<file path="config.mk">
export PLATFORM = sky130hd
export DESIGN_NAME = freq_div_flat
export DESIGN_NICKNAME = d
export VERILOG_FILES = /design/src/rtl/freq_div_if.sv /design/src/rtl/freq_div.sv /design/src/flat_wrapper.sv
export SDC_FILE = /design/constraint.sdc
export NUM_CORES = 1
export LEC_CHECK = 0
export ABC_CLOCK_PERIOD_IN_PS = 3500
export BUFFER_PORTS_ARGS = -buffer_cell sky130_fd_sc_hd__buf_2
export CORE_ASPECT_RATIO = 2
export CORE_MARGIN = 2
export CORE_UTILIZATION = 64
export CTS_CLUSTER_DIAMETER = 200
export DETAILED_ROUTE_END_ITERATION = 8
export GPL_TIMING_DRIVEN = 1
export PLACE_DENSITY = 0.89
export SYNTH_ARGS = -nofsm -noshare
export SYNTH_HDL_FRONTEND = slang
export SYNTH_SLANG_ARGS = --single-unit
</file>
<file path="constraint.sdc">
create_clock -name clk -period 3.5 [get_ports clk]
set_input_delay 0 -clock clk [delete_from_list [all_inputs] [get_ports clk]]
set_output_delay 0 -clock clk [all_outputs]
set_load 0.05 [all_outputs]
</file>
<file path="src/rtl/freq_div_if.sv">
// Divided-clock bundle produced by freq_div: three registered square waves
// in the system clock domain.
interface freq_div_if;
   logic clk_500Hz;
   logic clk_2Hz;
   logic clk_1Hz;

   modport master (output clk_500Hz, output clk_2Hz, output clk_1Hz);
   modport slave  (input  clk_500Hz, input  clk_2Hz, input  clk_1Hz);
endinterface

</file>
<file path="src/rtl/freq_div.sv">
// Free-running clock divider: three independent half-period counters, each
// with a toggle flop, giving 50%-duty square waves at FAST_HZ, MID_HZ and
// SLOW_HZ. All dividers share one reset, so their edges stay phase-aligned.
module freq_div #(
   parameter int CLK_FREQ_HZ = 40_000_000,
   parameter int FAST_HZ     = 500,
   parameter int MID_HZ      = 2,
   parameter int SLOW_HZ     = 1
) (
   input  logic       clk,
   input  logic       reset,
   freq_div_if.master div_if
);

   // Half-period lengths in system clock cycles (guarded against /0).
   localparam int HALF_FAST = (FAST_HZ > 0) ? CLK_FREQ_HZ / (2 * FAST_HZ) : 0;
   localparam int HALF_MID  = (MID_HZ  > 0) ? CLK_FREQ_HZ / (2 * MID_HZ)  : 0;
   localparam int HALF_SLOW = (SLOW_HZ > 0) ? CLK_FREQ_HZ / (2 * SLOW_HZ) : 0;

   // Counter widths: $clog2(HALF), never narrower than one bit.
   localparam int FAST_W = (HALF_FAST > 1) ? $clog2(HALF_FAST) : 1;
   localparam int MID_W  = (HALF_MID  > 1) ? $clog2(HALF_MID)  : 1;
   localparam int SLOW_W = (HALF_SLOW > 1) ? $clog2(HALF_SLOW) : 1;

   // Terminal counts, at which each counter wraps and its output toggles.
   localparam logic [FAST_W-1:0] FAST_LAST = FAST_W'(HALF_FAST - 1);
   localparam logic [MID_W-1:0]  MID_LAST  = MID_W'(HALF_MID - 1);
   localparam logic [SLOW_W-1:0] SLOW_LAST = SLOW_W'(HALF_SLOW - 1);

   // A half-period that is not an exact positive integer would silently
   // skew the output frequency, so refuse to elaborate instead.
   if (FAST_HZ < 1 || HALF_FAST < 1 || (CLK_FREQ_HZ % (2 * FAST_HZ)) != 0) begin : g_bad_fast
      $error("freq_div: CLK_FREQ_HZ/(2*FAST_HZ) is not an integer >= 1");
   end
   if (MID_HZ < 1 || HALF_MID < 1 || (CLK_FREQ_HZ % (2 * MID_HZ)) != 0) begin : g_bad_mid
      $error("freq_div: CLK_FREQ_HZ/(2*MID_HZ) is not an integer >= 1");
   end
   if (SLOW_HZ < 1 || HALF_SLOW < 1 || (CLK_FREQ_HZ % (2 * SLOW_HZ)) != 0) begin : g_bad_slow
      $error("freq_div: CLK_FREQ_HZ/(2*SLOW_HZ) is not an integer >= 1");
   end

   logic [FAST_W-1:0] fast_cnt;
   logic [MID_W-1:0]  mid_cnt;
   logic [SLOW_W-1:0] slow_cnt;
   logic              fast_q;
   logic              mid_q;
   logic              slow_q;

   // Fast divider: count HALF_FAST cycles, then toggle clk_500Hz.
   always_ff @(posedge clk) begin
      if (reset) begin
         fast_cnt <= '0;
         fast_q   <= 1'b0;
      end else if (fast_cnt == FAST_LAST) begin
         fast_cnt <= '0;
         fast_q   <= ~fast_q;
      end else begin
         fast_cnt <= fast_cnt + 1'b1;
      end
   end

   // Mid divider: count HALF_MID cycles, then toggle clk_2Hz.
   always_ff @(posedge clk) begin
      if (reset) begin
         mid_cnt <= '0;
         mid_q   <= 1'b0;
      end else if (mid_cnt == MID_LAST) begin
         mid_cnt <= '0;
         mid_q   <= ~mid_q;
      end else begin
         mid_cnt <= mid_cnt + 1'b1;
      end
   end

   // Slow divider: count HALF_SLOW cycles, then toggle clk_1Hz.
   always_ff @(posedge clk) begin
      if (reset) begin
         slow_cnt <= '0;
         slow_q   <= 1'b0;
      end else if (slow_cnt == SLOW_LAST) begin
         slow_cnt <= '0;
         slow_q   <= ~slow_q;
      end else begin
         slow_cnt <= slow_cnt + 1'b1;
      end
   end

   // Outputs come straight from the toggle flops, so they are glitch-free.
   assign div_if.clk_500Hz = fast_q;
   assign div_if.clk_2Hz   = mid_q;
   assign div_if.clk_1Hz   = slow_q;

endmodule

</file>
<file path="src/flat_wrapper.sv">
// flat-port wrapper written by rule: the top's interface ports become plain ports
module freq_div_flat 
#(
   parameter int CLK_FREQ_HZ = 40_000_000,
   parameter int FAST_HZ     = 500,
   parameter int MID_HZ      = 2,
   parameter int SLOW_HZ     = 1
)
  (clk, reset, div_if_clk_500Hz, div_if_clk_2Hz, div_if_clk_1Hz);
  freq_div_if div_if_i ();
  input  logic clk;
  input  logic reset;
  output wire logic [$bits(div_if_i.clk_500Hz)-1:0] div_if_clk_500Hz;
  output wire logic [$bits(div_if_i.clk_2Hz)-1:0] div_if_clk_2Hz;
  output wire logic [$bits(div_if_i.clk_1Hz)-1:0] div_if_clk_1Hz;
  assign div_if_clk_500Hz = div_if_i.clk_500Hz;
  assign div_if_clk_2Hz = div_if_i.clk_2Hz;
  assign div_if_clk_1Hz = div_if_i.clk_1Hz;
  freq_div #(.CLK_FREQ_HZ(CLK_FREQ_HZ), .FAST_HZ(FAST_HZ), .MID_HZ(MID_HZ), .SLOW_HZ(SLOW_HZ)) u_core (.clk(clk), .reset(reset), .div_if(div_if_i));
endmodule
</file>
==> impl_metrics.tcl, run 1 <==
set metrics [dict create \
    p_int_mw 1.14 \
    place_inst 409 \
    final_layout_size_suffix_gt1_share_pct 6.22 \
    synth_edf_count 0 \
    antenna_found_initial 0 \
    regArea_sq_um 1360 \
    crit_slowest_cell "o21ai_1" \
    start_util_pct 66.5 \
    relSlewSlack_pct 32.3 \
    cp-start-kind "flip-flop" \
    die_y_um 102 \
    hold_path_end "u_core.fast_cnt[0]" \
    cts.path.max_buffers 2 \
    ir_worst_vdd_v 0.000338 \
    hp-class "flip-flop to flip-flop" \
    syn_area_per_cell_sq_um 8.56 \
    core_sq_um 4640 \
    vias_per_cell 6.25 \
    vias 2658 \
    firstDrtPassIters 4 \
    yosys.cell_types.count 35 \
    r2r_cells 4 \
    p_comb_share_pct 2.7 \
    fin_crit_sh_pct 58.5 \
    power_density_nw_per_um2 435 \
    skew_ns 0.00995 \
    place_congestion 0.817 \
    worst_pin_slew_ns 1.01 \
    dp_hpwl_um 4250 \
    rsz0062_at_grt "no" \
    fin_cells 425 \
    worstPathRequired_ns 3.68 \
    wl_per_cell_um 14.7 \
    maxCapViolCount 0 \
    grt_pass1_wl_um 10500 \
    cp-end-kind "flip-flop" \
    swShare_pct 21.1 \
    ys_seq_area_share_pct 44.1 \
    min-delay-start "u_core.fast_cnt[0]" \
    root_buffer "clkbuf_8" \
    slowest_delay_ns 0.82 \
    status "finished, final reports clean" \
    nets 371 \
    die_w_um 53.1 \
    clk_pin_slew_ns 0.06 \
    netlist_area_sq_um 3090 \
    cts_buffers 9 \
    synthArstFlopShare_pct 0 \
    r2r_end "u_core.fast_cnt[9]" \
    total_power_mw 1.45 \
    finalSetupViolCount 0 \
    crit_family "compound AO/OA/AOI/OAI gates" \
    r2r_start "u_core.fast_cnt[2]" \
    postRouteAntennaNets 0 \
    drv_slew 0 \
    postCtsSetupBuffers 0 \
    cts_tree "built" \
    dieArea_sq_um 5430 \
    htree_levels 3 \
    overflow 0 \
    syn_to_final_growth_pct 7.86 \
    yosys_warnings 0 \
    multi_input_area_sq_um 1630 \
    hold_depth 1 \
    utilization_pct 71.8 \
    p_switching_uw 306 \
    synthCells 361 \
    hold_viol_final 0 \
    synth_fp_nets 366 \
    clk_latency_ns 0.34 \
    fmax_mhz 488 \
    leakagePower_nw 1.10 \
    worstPathBufferInverterCount 0 \
    crit_type "flip-flop to flip-flop" \
    fillers 360 \
    ys_ff_latch 68 \
    power_frac_clock_pct 42.5 \
    core.rowCount 35 \
    r2r_slack_ns 1.45 \
    diodes 0 \
    holdWs_ns 0.445 \
    grt_pass1_vias 2511 \
    cts_resized 0 \
    drtIter0Drc 93 \
    synthFlopType "dfxtp_1" \
    track_usage_pct 25.6 \
    seqPwrFrac_pct 54.8 \
    cts_sinks 68 \
    period_minus_slack_ns 2.05 \
    tns_ns 0 \
    port_buffers 4 \
    ctsHoldBuffers 1 \
    num_io_pins 5 \
    grt_max_degree 24 \
    cp_max_fo 16 \
    crit_arrival_ns 2.23 \
    wl_um 6260 \
    path_cells "and4_1, nand3_1, o21ai_1, nor2_1" \
    drc 0 \
]
## layout make-up
type / count / share of cell area (%)
inverters: 12 / 1.35
flip-flops and latches: 68 / 40.9
multi-input cells: 268 / 48.9
well taps: 55 / 2.07
repair buffers: 7 / 1.35
clock buffers: 13 / 4.47
clock inverters: 2 / 1.05
## metal layers
layer	track usage (%)	wire length [um]	share of wire (%)	vias to the layer above
met5	0	0	0	-
met4	14.8	204	3.3	0
met3	5.85	236	3.8	22
met2	47.0	3390	54	74
met1	25.0	2430	39	1236
li1	-	-	-	1326
## how the worst max path moves through the flow
stage / slack, ns / depth (start not counted) / to / startpoint
after floorplan: 1.65 / 6 / u_core.slow_cnt[11] / u_core.slow_cnt[0]
after global placement: 1.55 / 4 / u_core.fast_cnt[13] / u_core.fast_cnt[2]
after detailed placement: 1.48 / 4 / u_core.fast_cnt[9] / u_core.fast_cnt[2]
after CTS: 1.44 / 4 / u_core.fast_cnt[9] / u_core.fast_cnt[2]
after global routing: 1.25 / 4 / u_core.fast_cnt[8] / u_core.fast_cnt[2]
final: 1.45 / 4 / u_core.fast_cnt[9] / u_core.fast_cnt[2]
## worst reg2reg max path, delay by kind of cell (launching register included)
kind	cells	cell delay [ns]
simple gates	3	0.68
compound gates	1	0.82
flops	1	0.41
## Yosys cell counts, types with 6 or more instances
master     n  area [sq um]
nand4_1   21           131
nor2_1    44           165
xnor2_1   15           131
clkbuf_1   8          30.0
and3_1    11          68.8
o21ai_0   13          65.1
o31ai_1    9          67.6
or3_1     13          81.3
nand3_1   21           105
or4_1     11          82.6
nand2_1   23          86.3
xor2_1    19           166
inv_1     12          45.0
nor4_1     6          37.5
and4_1     7          61.3
a21oi_1   24           120
dfxtp_1   68          1360
## metrics by stage
stage	setup WS [ns]	instance area, sq um
final	1.45	3330
after global placement	1.55	3140
after floorplan	1.65	3090
after global routing	1.25	3330
after detailed placement	1.48	3140
after CTS	1.44	3330
## power groups by stage
| stage | Combinational, mW | Clock, mW | Sequential (mW) |
|---|---|---|---|
| after floorplan | 0.0292 | 0 | 0.808 |
| after global placement | 0.0367 | 0 | 0.810 |
| after detailed placement | 0.0379 | 0 | 0.811 |
| after CTS | 0.0392 | 0.628 | 0.793 |
| after global routing | 0.0440 | 0.657 | 0.795 |
| final | 0.0390 | 0.615 | 0.793 |
## cell families (layout without fill, tap and decap cells)
family,after synthesis,after routing,synth area share [%]
and+or+nand+nor,172,172,30.3
adders and majority gates,3,3,1.22
AOI/OAI and AO/OA,58,58,11.3
buffers and inverters,25,34,3.24
DFF,68,68,44.1
muxes,1,1,0.324
xor gates and xnor gates,34,34,9.64
## layout by cell type (no fill, tap or decap), types with 4 or more instances in the layout
cell      synthesis  final
and3_1           11     11
or4_1            11     11
inv_1            12     12
or3_1            13     13
nor2_1           44     44
o21ai_0          13     13
o31ai_1           9      9
dfxtp_1          68     68
nand3_1          21     21
clkbuf_8          0     10
a21oi_1          24     24
xnor2_1          15     15
xor2_1           19     19
and4_1            7      7
nor4_1            6      6
buf_2             5      4
nand2_1          23     23
nor4b_1           5      5
nand4_1          21     21
## registers in the layout, summed over array words and instances, names as in the netlist
signal / cells
u_core.div_if.clk_1Hz: 1
u_core.div_if.clk_500Hz: 1
u_core.mid_cnt: 24
u_core.div_if.clk_2Hz: 1
u_core.slow_cnt: 25
u_core.fast_cnt: 16
(Power assumes the default switching activity.)
==> run 2, diff against run 1 <==
--- a/config.mk
+++ b/config.mk
@@ -5,15 +5,16 @@
 export SDC_FILE = /design/constraint.sdc
 export NUM_CORES = 1
 export LEC_CHECK = 0
-export ABC_CLOCK_PERIOD_IN_PS = 3500
+export ABC_AREA = 1
+export ABC_CLOCK_PERIOD_IN_PS = 2100
 export BUFFER_PORTS_ARGS = -buffer_cell sky130_fd_sc_hd__buf_2
 export CORE_ASPECT_RATIO = 2
 export CORE_MARGIN = 2
-export CORE_UTILIZATION = 64
+export CORE_UTILIZATION = 62
 export CTS_CLUSTER_DIAMETER = 200
 export DETAILED_ROUTE_END_ITERATION = 8
 export GPL_TIMING_DRIVEN = 1
-export PLACE_DENSITY = 0.89
+export PLACE_DENSITY = 0.87
 export SYNTH_ARGS = -nofsm -noshare
 export SYNTH_HDL_FRONTEND = slang
 export SYNTH_SLANG_ARGS = --single-unit
==> constraint.sdc (replaced) <==
create_clock -name clk -period 2.1 [get_ports clk]
set_input_delay 0 -clock clk [delete_from_list [all_inputs] [get_ports clk]]
set_output_delay 0 -clock clk [all_outputs]
set_load 0.05 [all_outputs]
==> run 2 against run 1 <==
  * Critical path depth rose by 4
  * Via count increased by 22%
  * Combinational power is 54% higher
  * Final area increased by 12%
  * Power rose by 63%
  * First-iteration DRC count up 95%
  * Critical endpoint is now u_core.fast_cnt[12]
==> impl_metrics.tcl, run 2 <==
set metrics [dict create \
    ctsHoldBuffers 0 \
    met3_length_um 215 \
    stdcell_area_sq_um 3730 \
    skew_ns 0.0107 \
    crit_slowest_cell "nand2_1" \
    crit_family "simple AND/OR/NAND/NOR gates" \
    wl_per_cell_um 12.2 \
    dp_hpwl_um 5540 \
    syn_to_final_growth_pct 7.58 \
    diodes 0 \
    wl_met1_um 2750 \
    cp-end-kind "flip-flop" \
    final_cell_mix "142 x nand2_1, 130 x nor2_1, 68 x dfxtp_1, 57 x inv_1, 46 x nand3_1" \
    r2r_end "u_core.fast_cnt[12]" \
    synthTopCellsByArea "dfxtp_1 39%, nand2_1 15%, nor2_1 14%, nand3_1 6.6%, inv_1 6.2%" \
    cts_buffers 9 \
    yosys_warnings 0 \
    utilization_pct 68.8 \
    ir_worst_vdd_v 0.000688 \
    yosys.cell_types.count 25 \
    regMostFlops "u_core.slow_cnt" \
    drc 0 \
    cp-start-kind "flip-flop" \
    fin_cells 608 \
    overflow 0 \
    vias 3248 \
    finalSetupViolCount 0 \
    wl_um 7400 \
    crit_type "flip-flop to flip-flop" \
    holdWs_ns 0.131 \
    cts_sinks 68 \
    total_power_mw 2.37 \
    largest_reg_flops 25 \
    synth_edf_count 0 \
    status "finished, final reports clean" \
    yosys.cell_count.top_type "nand2_1" \
    htree_levels 3 \
    hold_viol_final 0 \
    port_buffers 4 \
    ys_seq_area_share_pct 39.3 \
    synthCells 530 \
    period_minus_slack_ns 1.64 \
    start_util_pct 64.0 \
    cts_tree "built" \
    cts.path.max_buffers 2 \
    relSlewSlack_pct 66.0 \
    netlist_area_sq_um 3470 \
    syn_area_per_cell_sq_um 6.54 \
    root_buffer "clkbuf_8" \
    dpl_worst_slack_ns 0.458 \
    ys_ff_latch 68 \
    maxCapViolCount 0 \
    drv_slew 0 \
    num_io_pins 5 \
    mostFrequentLayoutCell "nand2_1" \
    place_inst 592 \
    synth_top_area_share_pct 39.3 \
    antenna_found_initial 0 \
    die_y_um 110 \
    top_layer "met4" \
    worstPathBufferInverterCount 2 \
    top_regs "u_core.slow_cnt (25), u_core.mid_cnt (24), u_core.fast_cnt (16)" \
    hp-class "primary input to flip-flop" \
    r2r_start "u_core.fast_cnt[0]" \
    nets 548 \
    tns_ns 0 \
    worst_pin_slew_ns 0.510 \
    drtIter0Drc 181 \
    dieArea_sq_um 6240 \
    core_sq_um 5420 \
    worstPathRequired_ns 2.35 \
    final_layout_size_suffix_gt1_share_pct 6.57 \
    wl_met2_um 3980 \
    grt_pass1_vias 3196 \
    r2r_slack_ns 0.46 \
    slowest_delay_ns 0.39 \
    r2r_cells 8 \
    fin_crit_sh_pct 78.0 \
    placed_cell_area_sq_um 3550 \
    rsz0062_at_grt "no" \
    postCtsSetupBuffers 0 \
    crit_top_cell "nand2_1" \
    leakagePower_nw 1.40 \
    hold_path_end "u_core.div_if.clk_2Hz" \
    cts_resized 0 \
    fmax_mhz 611 \
    grt_pass1_wl_um 13000 \
    postRouteAntennaNets 0 \
    track_usage_pct 26.8 \
    die_w_um 56.9 \
    power_density_nw_per_um2 635 \
    cp_max_fo 15 \
    min-delay-start "reset" \
    place_congestion 0.914 \
    crit_arrival_ns 1.88 \
    clk_pin_slew_ns 0.07 \
    firstDrtPassIters 4 \
    grt_max_degree 24 \
    synthTopCellsByCount "142 x nand2_1, 130 x nor2_1, 68 x dfxtp_1, 57 x inv_1, 46 x nand3_1" \
    clk_latency_ns 0.35 \
    core.rowCount 38 \
    vias_per_cell 5.34 \
    fin_ws_ns 0.463 \
    synthArstFlopShare_pct 0 \
    synth_largest_area_cell "dfxtp_1" \
    synthFlopType "dfxtp_1" \
    hold_depth 5 \
    path_cells "ha_1, nand3_1, nor3_1, nand2_1, nand2_1, inv_1, nand2_1, inv_1" \
    synth_fp_nets 535 \
]
[run 2: cell types whose count changed after synthesis, sizes merged, moves of 10 or more]
cell   change
nand2    +122
nor2      +94
inv       +46
nand3     +24
nand4     -14
o21ai     -14
or3       -13
and3      -12
or4       -11
o31ai     -10
[run 2: how the worst max path moves through the flow]
| stage | from | to | slack (ns) | cells past startpoint |
|---|---|---|---|---|
| 2_1_floorplan | u_core.slow_cnt[0] | u_core.slow_cnt[10] | 0.69 | 9 |
| 3_5_place_dp | u_core.fast_cnt[0] | u_core.fast_cnt[12] | 0.46 | 8 |
| 6_report | u_core.fast_cnt[0] | u_core.fast_cnt[12] | 0.46 | 8 |
| 5_1_grt | u_core.fast_cnt[0] | u_core.fast_cnt[12] | 0.20 | 8 |
| 3_3_place_gp | u_core.fast_cnt[0] | u_core.fast_cnt[12] | 0.56 | 8 |
| 4_1_cts | u_core.fast_cnt[0] | u_core.fast_cnt[12] | 0.46 | 8 |
[run 2: cell type report]
cell class	count	area, sq um
Clock buffer	15	176
Clock inverter	1	5.00
Fill cell	486	1690
Inverter	58	218
Multi-Input combinational cell	398	1840
Sequential cell	68	1360
Tap cell	60	75.1
Timing Repair Buffer	8	50.0
[run 2: cell families (layout without fill, tap and decap cells)]
family                     count (synthesis)  count (layout)  synth area share, %
and+or+nand+nor                          346             346                 41.7
DFF                                       68              68                 39.3
buffers and inverters                     64              82                 7.54
xor gates and xnor gates                  30              30                 7.58
AOI/OAI and AO/OA                         19              19                 2.81
adders and majority gates                  3               3                 1.08
[run 2: routing by layer]
layer / GRT usage, % / vias up
li1: - / 1660
met1: 24.8 / 1482
met2: 48.5 / 73
met3: 6.47 / 33
met4: 21.4 / 0
met5: 0 / -
[run 2: power breakdown]
| group | total, mW | switching [mW] | internal, mW |
|---|---|---|---|
| Sequential | 1.31 | 0.0103 | 1.30 |
| Combinational | 0.0602 | 0.0383 | 0.0219 |
| Clock | 0.993 | 0.467 | 0.526 |
| Total | 2.37 | 0.516 | 1.85 |
[run 2: worst register-to-register path, delay by kind of cell (launching register included)]
kind          cells  cell delay (ns)
simple gates      5             0.84
flops             1             0.35
fa+ha+maj         1             0.20
buf+inv           2             0.16
==> run 3, diff against run 2 <==
--- a/config.mk
+++ b/config.mk
@@ -6,15 +6,15 @@
 export NUM_CORES = 1
 export LEC_CHECK = 0
 export ABC_AREA = 1
-export ABC_CLOCK_PERIOD_IN_PS = 2100
+export ABC_CLOCK_PERIOD_IN_PS = 1500
 export BUFFER_PORTS_ARGS = -buffer_cell sky130_fd_sc_hd__buf_2
 export CORE_ASPECT_RATIO = 2
 export CORE_MARGIN = 2
-export CORE_UTILIZATION = 62
+export CORE_UTILIZATION = 56
 export CTS_CLUSTER_DIAMETER = 200
 export DETAILED_ROUTE_END_ITERATION = 8
 export GPL_TIMING_DRIVEN = 1
-export PLACE_DENSITY = 0.87
+export PLACE_DENSITY = 0.83
 export SYNTH_ARGS = -nofsm -noshare
 export SYNTH_HDL_FRONTEND = slang
 export SYNTH_SLANG_ARGS = --single-unit
==> constraint.sdc (replaced) <==
create_clock -name clk -period 1.5 [get_ports clk]
set_input_delay 0 -clock clk [delete_from_list [all_inputs] [get_ports clk]]
set_output_delay 0 -clock clk [all_outputs]
set_load 0.05 [all_outputs]
==> run 3 against run 2 <==
  * Power up 63%
  * Sequential power grew 40%
  * Sequential cell count stayed put
  * Clock-buffer cell count fell by 5
  * Cell count up 3.0%
  * Via count is 3.6% higher
  * Critical path depth fell by 1
  * Clock skew down 0.0050 ns
  * Clock power up 91%
  * Largest power group is now clock
  * Sequential share of layout area is 2.7 points lower
==> impl_metrics.tcl, run 3 (same netlist as run 2, synthesis figures left out) <==
set metrics [dict create \
    status "finished, final reports clean" \
    crit_type "flip-flop to flip-flop" \
    fin_ws_ns 0.0470 \
    rsz0062_at_grt "yes" \
    vias 3366 \
    overflow 0 \
    antenna_found_initial 0 \
    htree_levels 3 \
    wl_per_cell_um 13.1 \
    r2r_slack_ns 0.05 \
    fin_crit_sh_pct 96.9 \
    cp-startpoint "u_core.slow_cnt[1]" \
    start_util_pct 57.7 \
    stdcell_area_sq_um 4030 \
    regMostFlops "u_core.slow_cnt" \
    cp-end-kind "flip-flop" \
    wl_met1_um 2910 \
    port_buffers 4 \
    grt_pass1_vias 3304 \
    top_layer "met4" \
    wl_met2_um 4600 \
    track_usage_pct 25.6 \
    final_layout_size_suffix_gt1_share_pct 12.3 \
    cts_buffers 9 \
    hold_viol_final 0 \
    drc 0 \
    nets 563 \
    grt_max_degree 24 \
    worstPathRequired_ns 1.73 \
    worst_pin_slew_ns 0.463 \
    clk_latency_ns 0.33 \
    dieArea_sq_um 6880 \
    top_regs "u_core.slow_cnt (25), u_core.mid_cnt (24), u_core.fast_cnt (16)" \
    core_sq_um 6010 \
    utilization_pct 67.1 \
    dpl_worst_slack_ns 0.000900 \
    clk_pin_slew_ns 0.06 \
    firstDrtPassIters 4 \
    die_w_um 59.6 \
    wl_um 8210 \
    total_power_mw 3.85 \
    cts.path.max_buffers 2 \
    tns_ns 0 \
    finalSetupViolCount 0 \
    met3_length_um 326 \
    root_buffer "clkbuf_16" \
    place_congestion 0.902 \
    hold_depth 4 \
    ir_worst_vdd_v 0.000700 \
    final_cell_mix "140 x nand2_1, 122 x nor2_1, 66 x dfxtp_1, 57 x inv_1, 45 x nand3_1" \
    cts_sinks 68 \
    r2r_end "u_core.slow_cnt[14]" \
    die_y_um 115 \
    holdWs_ns 0.155 \
    hold_path_end "u_core.div_if.clk_1Hz" \
    period_minus_slack_ns 1.45 \
    fmax_mhz 688 \
    power_density_nw_per_um2 955 \
    place_inst 609 \
    relSlewSlack_pct 69.1 \
    grt_pass1_wl_um 13500 \
    dp_hpwl_um 5790 \
    num_io_pins 5 \
    cp-start-kind "flip-flop" \
    vias_per_cell 5.38 \
    postRouteAntennaNets 0 \
    leakagePower_nw 1.53 \
    syn_to_final_growth_pct 16.2 \
    fin_cells 626 \
    min-delay-start "reset" \
    skew_ns 0.00572 \
    drtIter0Drc 252 \
    core.rowCount 40 \
    maxCapViolCount 0 \
    mostFrequentLayoutCell "nand2_1" \
    fillers 525 \
    r2r_start "u_core.slow_cnt[1]" \
    diodes 0 \
    largest_reg_flops 25 \
    crit_arrival_ns 1.68 \
    hp-class "primary input to flip-flop" \
    drv_slew 0 \
    placed_cell_area_sq_um 3680 \
    postCtsSetupBuffers 0 \
    cts_tree "built" \
    r2r_cells 7 \
    cp_max_fo 4 \
]
## run 3: cell count changes in the layout (fill, tap and decap cells not counted), sizes merged
cell	delta
buf	+14
clkbuf	-5
clkinvlp	+3
clkinv	+2
nand2	+1
## run 3: worst max path at each step
| stage | end | slack [ns] | depth (start not counted) |
|---|---|---|---|
| after floorplan | u_core.slow_cnt[10] | 0.09 | 9 |
| after global placement | u_core.slow_cnt[22] | 0.05 | 8 |
| after detailed placement | u_core.slow_cnt[9] | 0.0009 | 8 |
| after CTS | u_core.slow_cnt[22] | 0.01 | 8 |
| after global routing | u_core.slow_cnt[17] | -0.06 | 9 |
| final | u_core.slow_cnt[14] | 0.05 | 7 |
## run 3: area by class of cell
class,count,area (sq um),share of cell area [%]
multi-input cells,399,1920,47.6
flip-flops and latches,68,1360,33.8
clock buffers,10,229,5.68
inverters,58,218,5.40
repair buffers,22,180,4.47
well taps,63,78.8,1.96
clock inverters,6,41.3,1.02
## run 3: repair_timing
item / CTS / global route
endpoints found under the setup margin: 2 / 52
cloned: 0 / 1
hold buffers: 0 / 0
pin swaps: 0 / 3
resized for setup: 2 / 18
endpoints found under the hold margin: 0 / 0
## run 3: where the power goes
part	internal [mW]	switching (mW)	total, mW
clock	1.11	0.787	1.90
combinational	0.0435	0.0611	0.105
sequential	1.83	0.0149	1.84
## run 3: metal layers
| metal | up-vias | global-route usage (%) |
|---|---|---|
| met5 | - | 0 |
| met4 | 0 | 15.1 |
| met3 | 33 | 6.30 |
| met2 | 92 | 47.3 |
| met1 | 1551 | 23.7 |
| li1 | 1690 | - |
## run 3: worst max-delay path: stages (launching register included)
cell     delay (ns)
dfxtp_1        0.33
ha_1           0.16
nand2_1        0.09
nor2_4         0.15
nand2_1        0.12
nor2_2         0.25
xor2_1         0.20
nor2_1         0.05
